<file path="src/rtl/sort_stream_collector.sv">
// sort_stream_collector
//
// Captures one stream of N_ELEM signed elements from a sorter's serial
// output into a local buffer. It checks on the fly that the stream is
// non-decreasing and counts the cycles from arming to the final capture.
// The buffer can be read back through a registered read port in any state.
//
// Ports
//   clk            clock; all state updates on the rising edge
//   rst            synchronous reset, active low
//   start_i        one-cycle pulse that arms a new collection
//   data_serial_i  signed element from the sorter
//   data_valid_i   qualifies data_serial_i
//   rd_addr_i      buffer read address
//   rd_data_o      buffer read data, one cycle after rd_addr_i (0 when out of range)
//   count_o        number of elements captured so far
//   done_o         high while all N_ELEM elements are held
//   sorted_ok_o    stream was non-decreasing (meaningful while done_o)
//   err_idx_o      index of the first element smaller than its predecessor, else 0
//   overflow_o     sticky: a valid beat arrived while done
//   latency_o      cycles from arming to the final capture, saturating
module sort_stream_collector #(
  parameter int N_ELEM = 10,
  parameter int DATA_W = 32,
  parameter int LAT_W  = 16
) (
  input  logic                     clk,
  input  logic                     rst,
  input  logic                     start_i,
  input  logic signed [DATA_W-1:0] data_serial_i,
  input  logic                     data_valid_i,
  input  logic [3:0]               rd_addr_i,
  output logic signed [DATA_W-1:0] rd_data_o,
  output logic [3:0]               count_o,
  output logic                     done_o,
  output logic                     sorted_ok_o,
  output logic [3:0]               err_idx_o,
  output logic                     overflow_o,
  output logic [LAT_W-1:0]         latency_o
);

  localparam logic [1:0] S_IDLE    = 2'd0;
  localparam logic [1:0] S_ARMED   = 2'd1;
  localparam logic [1:0] S_COLLECT = 2'd2;
  localparam logic [1:0] S_DONE    = 2'd3;

  localparam logic [3:0] LAST_IDX = 4'(N_ELEM - 1);

  logic [1:0]               state;
  logic signed [DATA_W-1:0] mem [N_ELEM];
  logic signed [DATA_W-1:0] prev;     // last captured element
  logic [3:0]               err_pos;  // first violation index seen so far, 0 = none

  logic                     wr_en;
  logic [3:0]               wr_idx;
  logic                     viol;
  logic [3:0]               err_pos_next;
  logic                     last_beat;
  logic signed [DATA_W-1:0] rd_mux;

  function automatic logic [LAT_W-1:0] sat_inc(input logic [LAT_W-1:0] v);
    return (&v) ? v : v + 1'b1;
  endfunction

  always_comb begin
    wr_en        = !start_i && data_valid_i && (state == S_ARMED || state == S_COLLECT);
    wr_idx       = (state == S_ARMED) ? 4'd0 : count_o;
    // Index 0 can never be a violation, so a zero err_pos safely means "none yet".
    viol         = (state == S_COLLECT) && data_valid_i && (data_serial_i < prev);
    err_pos_next = (viol && err_pos == 4'd0) ? count_o : err_pos;
    last_beat    = (state == S_COLLECT) && data_valid_i && (count_o == LAST_IDX);
  end

  // Addresses at or beyond N_ELEM match no entry and fall through to zero.
  always_comb begin
    rd_mux = '0;
    for (int i = 0; i < N_ELEM; i++) begin
      if (rd_addr_i == 4'(i)) rd_mux = mem[i];
    end
  end

  always_ff @(posedge clk) begin
    if (!rst) begin
      state       <= S_IDLE;
      count_o     <= '0;
      latency_o   <= '0;
      err_pos     <= '0;
      err_idx_o   <= '0;
      sorted_ok_o <= 1'b0;
      done_o      <= 1'b0;
      overflow_o  <= 1'b0;
      prev        <= '0;
      rd_data_o   <= '0;
      for (int i = 0; i < N_ELEM; i++) mem[i] <= '0;
    end else begin
      // Read stage: one registered cycle from address to data.
      rd_data_o <= rd_mux;

      for (int i = 0; i < N_ELEM; i++) begin
        if (wr_en && wr_idx == 4'(i)) mem[i] <= data_serial_i;
      end

      if (start_i) begin
        // Arming always wins, even over a coincident beat; the buffer is kept.
        state       <= S_ARMED;
        count_o     <= '0;
        latency_o   <= '0;
        err_pos     <= '0;
        err_idx_o   <= '0;
        sorted_ok_o <= 1'b0;
        done_o      <= 1'b0;
        overflow_o  <= 1'b0;
      end else begin
        case (state)
          S_ARMED: begin
            latency_o <= sat_inc(latency_o);
            if (data_valid_i) begin
              prev    <= data_serial_i;
              count_o <= 4'd1;
              state   <= S_COLLECT;
            end
          end
          S_COLLECT: begin
            latency_o <= sat_inc(latency_o);
            if (data_valid_i) begin
              prev    <= data_serial_i;
              count_o <= count_o + 4'd1;
              err_pos <= err_pos_next;
              // Status outputs are published only on the transition into DONE,
              // so they stay stable during collection.
              if (last_beat) begin
                state       <= S_DONE;
                done_o      <= 1'b1;
                sorted_ok_o <= (err_pos_next == 4'd0);
                err_idx_o   <= err_pos_next;
              end
            end
          end
          S_DONE: begin
            if (data_valid_i) overflow_o <= 1'b1;
          end
          default: ;  // IDLE ignores data until armed
        endcase
      end
    end
  end

endmodule
</file>
<file path="config.mk">
export PLATFORM = sky130hd
export DESIGN_NAME = sort_stream_collector
export DESIGN_NICKNAME = d
export VERILOG_FILES = /design/src/rtl/sort_stream_collector.sv
export SDC_FILE = /design/constraint.sdc
export NUM_CORES = 1
export LEC_CHECK = 0
export BUFFER_PORTS_ARGS = -buffer_cell sky130_fd_sc_hd__buf_2
export CELL_PAD_IN_SITES_DETAIL_PLACEMENT = 0
export CELL_PAD_IN_SITES_GLOBAL_PLACEMENT = 2
export CORE_ASPECT_RATIO = 0.9
export CORE_MARGIN = 2
export CORE_UTILIZATION = 40
export DETAILED_ROUTE_END_ITERATION = 6
export GPL_TIMING_DRIVEN = 0
export MAX_ROUTING_LAYER = met4
export PLACE_DENSITY_LB_ADDON = 0.3
export SLEW_MARGIN = 20
export SYNTH_ARGS = -nofsm -noshare
export SYNTH_HDL_FRONTEND = slang
export SYNTH_SLANG_ARGS = --single-unit
</file>
<file path="constraint.sdc">
create_clock -name clk -period 5.25 [get_ports clk]
set_input_delay 0.7875 -clock clk [delete_from_list [all_inputs] [get_ports clk]]
set_output_delay 0.7875 -clock clk [all_outputs]
set_load 0.1 [all_outputs]
</file>
Yosys cells after proc, flatten, opt, wreduce, memory -nomap -nowiden. Memories as Yosys holds them, arrays and structs flattened. Cells that the tools add are included.

Add/subtract/negate cells: 2. Magnitude comparators: 1. Eq/ne operators: 28. Muxes and demuxes: 61. Bitwise gates (word level): 13. Reductions and logical operators: 35.

Operator list (number): $mux W32 (20); $eq A4 B3 Y1 const B (8); $lt A32 B32 Y1 (1); $mux W1 (32); $eq A4 B4 Y1 const B (5); $add A16 B1 Y16 const B (1); $eq A4 B2 Y1 const B (4); $logic_and A1 B1 Y1 (16); $logic_not A4 Y1 (4); $mux W4 (4); $reduce_and A16 Y1 (1); $or A1 B1 Y1 (10); $ne A3 B3 Y1 const B (3); $reduce_and A3 Y1 (3); $eq A4 B1 Y1 const B (2); $pmux W4 S2 (1); $reduce_and A4 Y1 (2); $mux W2 (3); $ne A2 B2 Y1 const B (3); $reduce_and A2 Y1 (3); $add A4 B1 Y4 const B (1); $eq A2 B2 Y1 const B (2); $pmux W2 S2 (1); $reduce_or A2 Y1 (2); 6 further kinds (8).

Register bits after elaboration: 97. Memory bits (writable): 320. Input bits: 40. Output and inout port bits: 59. Word-level logic and storage cells: 152. Memories kept: 1.

Memory list: mem (depth 10, width 32, read ports 10, clocked after memory_dff 0, wr ports 10, RTL line 50) `logic signed [DATA_W-1:0] mem [N_ELEM];`.

Logic depth before layout (Yosys ltp).
Depth after elaboration: 11. Gate-level depth with buffers: 10. Mapped depth without buffers: 9.

Worst setup path after synthesis. OpenSTA, ideal clock, no wires.

Kind: register to register. Start: reg count_o[1]. End: mem mem[2][0], enable pin. Library setup time: 466 ps. Arrival time: 3932 ps. Required time: 4784 ps. Slack: 852 ps. Stages on the path, launching flop included: 4. Path buffers: 0. Period minus slack after synthesis: 4398 ps. Cells stage by stage: dfxtp_1 > inv_1 > or3_1 > o21ai_0.

RTL lines: start: declaration (RTL line 34) `output logic [3:0] count_o,`; start signal: assignment (RTL line 127) `count_o <= count_o + 4'd1;`; end: declaration (RTL line 50).

==> results_dict.tcl <==
set metrics [dict create \
    ys_types 50 \
    fin_skew_ns 0.0147 \
    worstReg2RegStart "state[0]" \
    utilization_pct 47.8 \
    min_path_type "reg2reg" \
    htree_levels 2 \
    cts_tree "built" \
    final.min_clock_period_ns 3.68 \
    critPathMaxFanout 10 \
    slowest_stage "nor2_1" \
    max_slew_margin_pct 20.4 \
    synthTopCellsByArea "edfxtp_1 54%, and2_1 11%, dfxtp_1 11%, ha_1 2.6%, a21oi_1 2.4%" \
    grt_pass1_vias 11800 \
    required_ns 5.68 \
    drtIter0Drc 1243 \
    cts_buffer_depth 3 \
    core_area_mm2 0.0442 \
    finalHoldViolations 0 \
    p_leak_nw 7.68 \
    wl_per_cell_um 22.7 \
    worstMarginPinSlew_ns 1.19 \
    maxCapViolCount 0 \
    fp.dieH_um 205 \
    syn_nets 1572 \
    register_area_mm2 0.0116 \
    syn_avg_cell_area_um2 12.0 \
    powerDensity_mw_per_mm2 358 \
    fmax_mhz 272 \
    cts-root-buf "clkbuf_16" \
    firstDrtPassIters 6 \
    worstSetupEndpointType "flip-flop" \
    synth_top_area_cell "edfxtp_1" \
    synth_top_area_share_pct 53.7 \
    cts_hold_buffers 0 \
    grt_max_degree 21 \
    cts_setup_buffers 0 \
    dieWidth_um 227 \
    critPathLaunchType "flip-flop" \
    ys_ff_latch 417 \
    final.setup.tns_ns 0 \
    via_per_inst 5.32 \
    grt-ovfl-total 0 \
    routed_wl_um 51800 \
    num_vias 12200 \
    synthSimpleGateAreaFrac_pct 17.8 \
    grt.total_usage_pct 23.3 \
    clkTransAtPathRegs_ns 0.06 \
    globalplace.congestion 0.796 \
    synth_area_mm2 0.0179 \
    start_util_pct 40.5 \
    clkLatencyLatePin_ns 0.58 \
    rsz0062_at_grt "no" \
    ys.flop_type "edfxtp_1" \
    slew_viol_final 0 \
    multi_input_area_mm2 0.00589 \
    ioPinCount 99 \
    crit_type "reg2reg" \
    fp-row-count 73 \
    fill_cells 4067 \
    worstHoldStart "prev[20]" \
    critPathMaxStageDelay_ns 0.93 \
    cts_buffers 45 \
    reg2reg_setup_slack_ns 1.57 \
    grt_antenna_before_repair 2 \
    route.detailed.drc 0 \
    async_flop_share_pct 0 \
    design_area_mm2 0.0211 \
    cp.arrival_ns 4.11 \
    yosys.area_share.adder_pct 2.59 \
    setup_viol 0 \
    cts_resized 0 \
    fin_crit_sh_pct 70.1 \
    ir_drop_mv 0.201 \
    area_growth_syn_to_layout_pct 18.0 \
    timing.rr.end "mem[8][11]" \
    yosysSeqAreaShare_pct 64.5 \
    synth_xor_area_share_pct 0.685 \
    dieArea_mm2 0.0465 \
    synth-compound-area-share_pct 11.0 \
    post-dp-hpwl_um 36000 \
    critPathCapture "mem[8][11]" \
    path_cells "inv_1, ha_1, nor2_1, nand2_1, nor3b_1, nand2_1, nor2_1, clkbuf_1, and2_1" \
    yosysWarnings 0 \
    antenna_left 0 \
    cp-startpoint "state[0]" \
    status "finished, final reports clean" \
    synth_top_family_by_area "simple AND/OR/NAND/NOR gates" \
    final_nets 1730 \
    synth_cells 1495 \
    drive_gt1_share_pct 11.5 \
    worst-r2r-cell-count 9 \
    synthMuxAreaShare_pct 0.168 \
    diodes 0 \
    io_buffers 97 \
    synth_edf_count 320 \
    grt_first_pass_wirelength_um 76600 \
    placed_area_mm2 0.0196 \
    cts.sinks 417 \
]
## per-layer routing
metal / global-route usage [%] / vias up / share of wire, %
met4: 6.40 / 0 / 2.1
met5: - / - / 0
met2: 34.0 / 424 / 44
met3: 3.40 / 81 / 6.8
li1: - / 5701 / -
met1: 33.8 / 5966 / 48
## sequential cells by signal (all words and copies together) (netlist names), 2 cells and up
name,cells
count_o,4
state,2
latency_o,16
mem,320
err_pos,4
err_idx_o,4
rd_data_o,32
prev,32
## critical path, delay by kind of cell, from the launching register on
| family | cells | cell delay, ns |
|---|---|---|
| fa+ha+maj | 1 | 0.32 |
| buf+inv | 2 | 0.72 |
| flops | 1 | 0.36 |
| simple gates | 6 | 2.14 |
## cell usage in the layout, fill, tap and decap left out, types with 7 or more instances in the layout
| cell | instances |
|---|---|
| clkbuf_16 | 46 |
| a221oi_1 | 31 |
| nor2_1 | 73 |
| a21boi_0 | 14 |
| clkbuf_1 | 130 |
| o21ai_0 | 37 |
| a21oi_1 | 87 |
| buf_2 | 97 |
| a222oi_1 | 40 |
| nand4_1 | 9 |
| a22oi_1 | 26 |
| buf_16 | 11 |
| ha_1 | 37 |
| nand2_1 | 112 |
| a31oi_1 | 24 |
| and2_1 | 324 |
| dfxtp_1 | 97 |
| xor2_1 | 9 |
| nand2b_1 | 7 |
| inv_1 | 36 |
| edfxtp_1 | 320 |
| bufinv_16 | 7 |
| o21ai_4 | 9 |
| nand3_1 | 15 |
## synthesized netlist by cell type (all sizes together) (7+ instances only)
library cell,number
nand2,112
a31oi,24
nand4,9
a21oi,87
nand3,15
o21ai,49
a21boi,15
nand2b,7
edfxtp,320
dfxtp,97
nor2,73
and2,324
a221oi,31
ha,37
xor2,9
a22oi,26
a222oi,40
inv,36
clkbuf,114
## final cells by class
type	count	share of cell area [%]
Multi-Input combinational cell	922	27.9
Clock buffer	65	5.93
Timing Repair Buffer	111	3.91
Inverter	37	0.658
Sequential cell	417	54.7
Buffer	119	2.12
Tap cell	600	3.55
Clock inverter	16	1.25
## per-stage QoR
stage,instances,hold WS [ns],setup slack (ns),power (mW)
3_5_place_dp,2206,0.447,1.15,4.32
2_1_floorplan,1495,0.436,0.852,4.09
4_1_cts,2287,0.455,1.54,7.61
6_report,2287,0.454,1.57,7.55
5_1_grt,2287,0.469,1.39,7.77
3_3_place_gp,2192,0.443,-1.86,4.29
## cell families (layout without fill, tap and decap cells)
kind of cell               Yosys count  after routing
xor gates and xnor gates            14             14
muxes                                3              3
buffers and inverters              156            348
DFF                                417            417
AOI/OAI and AO/OA                  290            290
adders and majority gates           37             37
and+or+nand+nor                    578            578
## power by group
| part | leakage (nW) | internal [mW] | switching, mW |
|---|---|---|---|
| logic | 2.85 | 0.135 | 0.419 |
| clock network | 0.736 | 2.00 | 1.31 |
| registers | 4.10 | 3.66 | 0.0340 |
## worst min path at each step
stage                     endpoint  slack [ns]  cells after the start
after CTS                  prev[8]        0.45                      2
after detailed placement   prev[8]        0.45                      2
final                     prev[20]        0.45                      2
after global routing      prev[23]        0.47                      2
after global placement    prev[29]        0.44                      2
after floorplan           prev[10]        0.44                      2
Note: power is estimated with default switching activity, not from simulation.
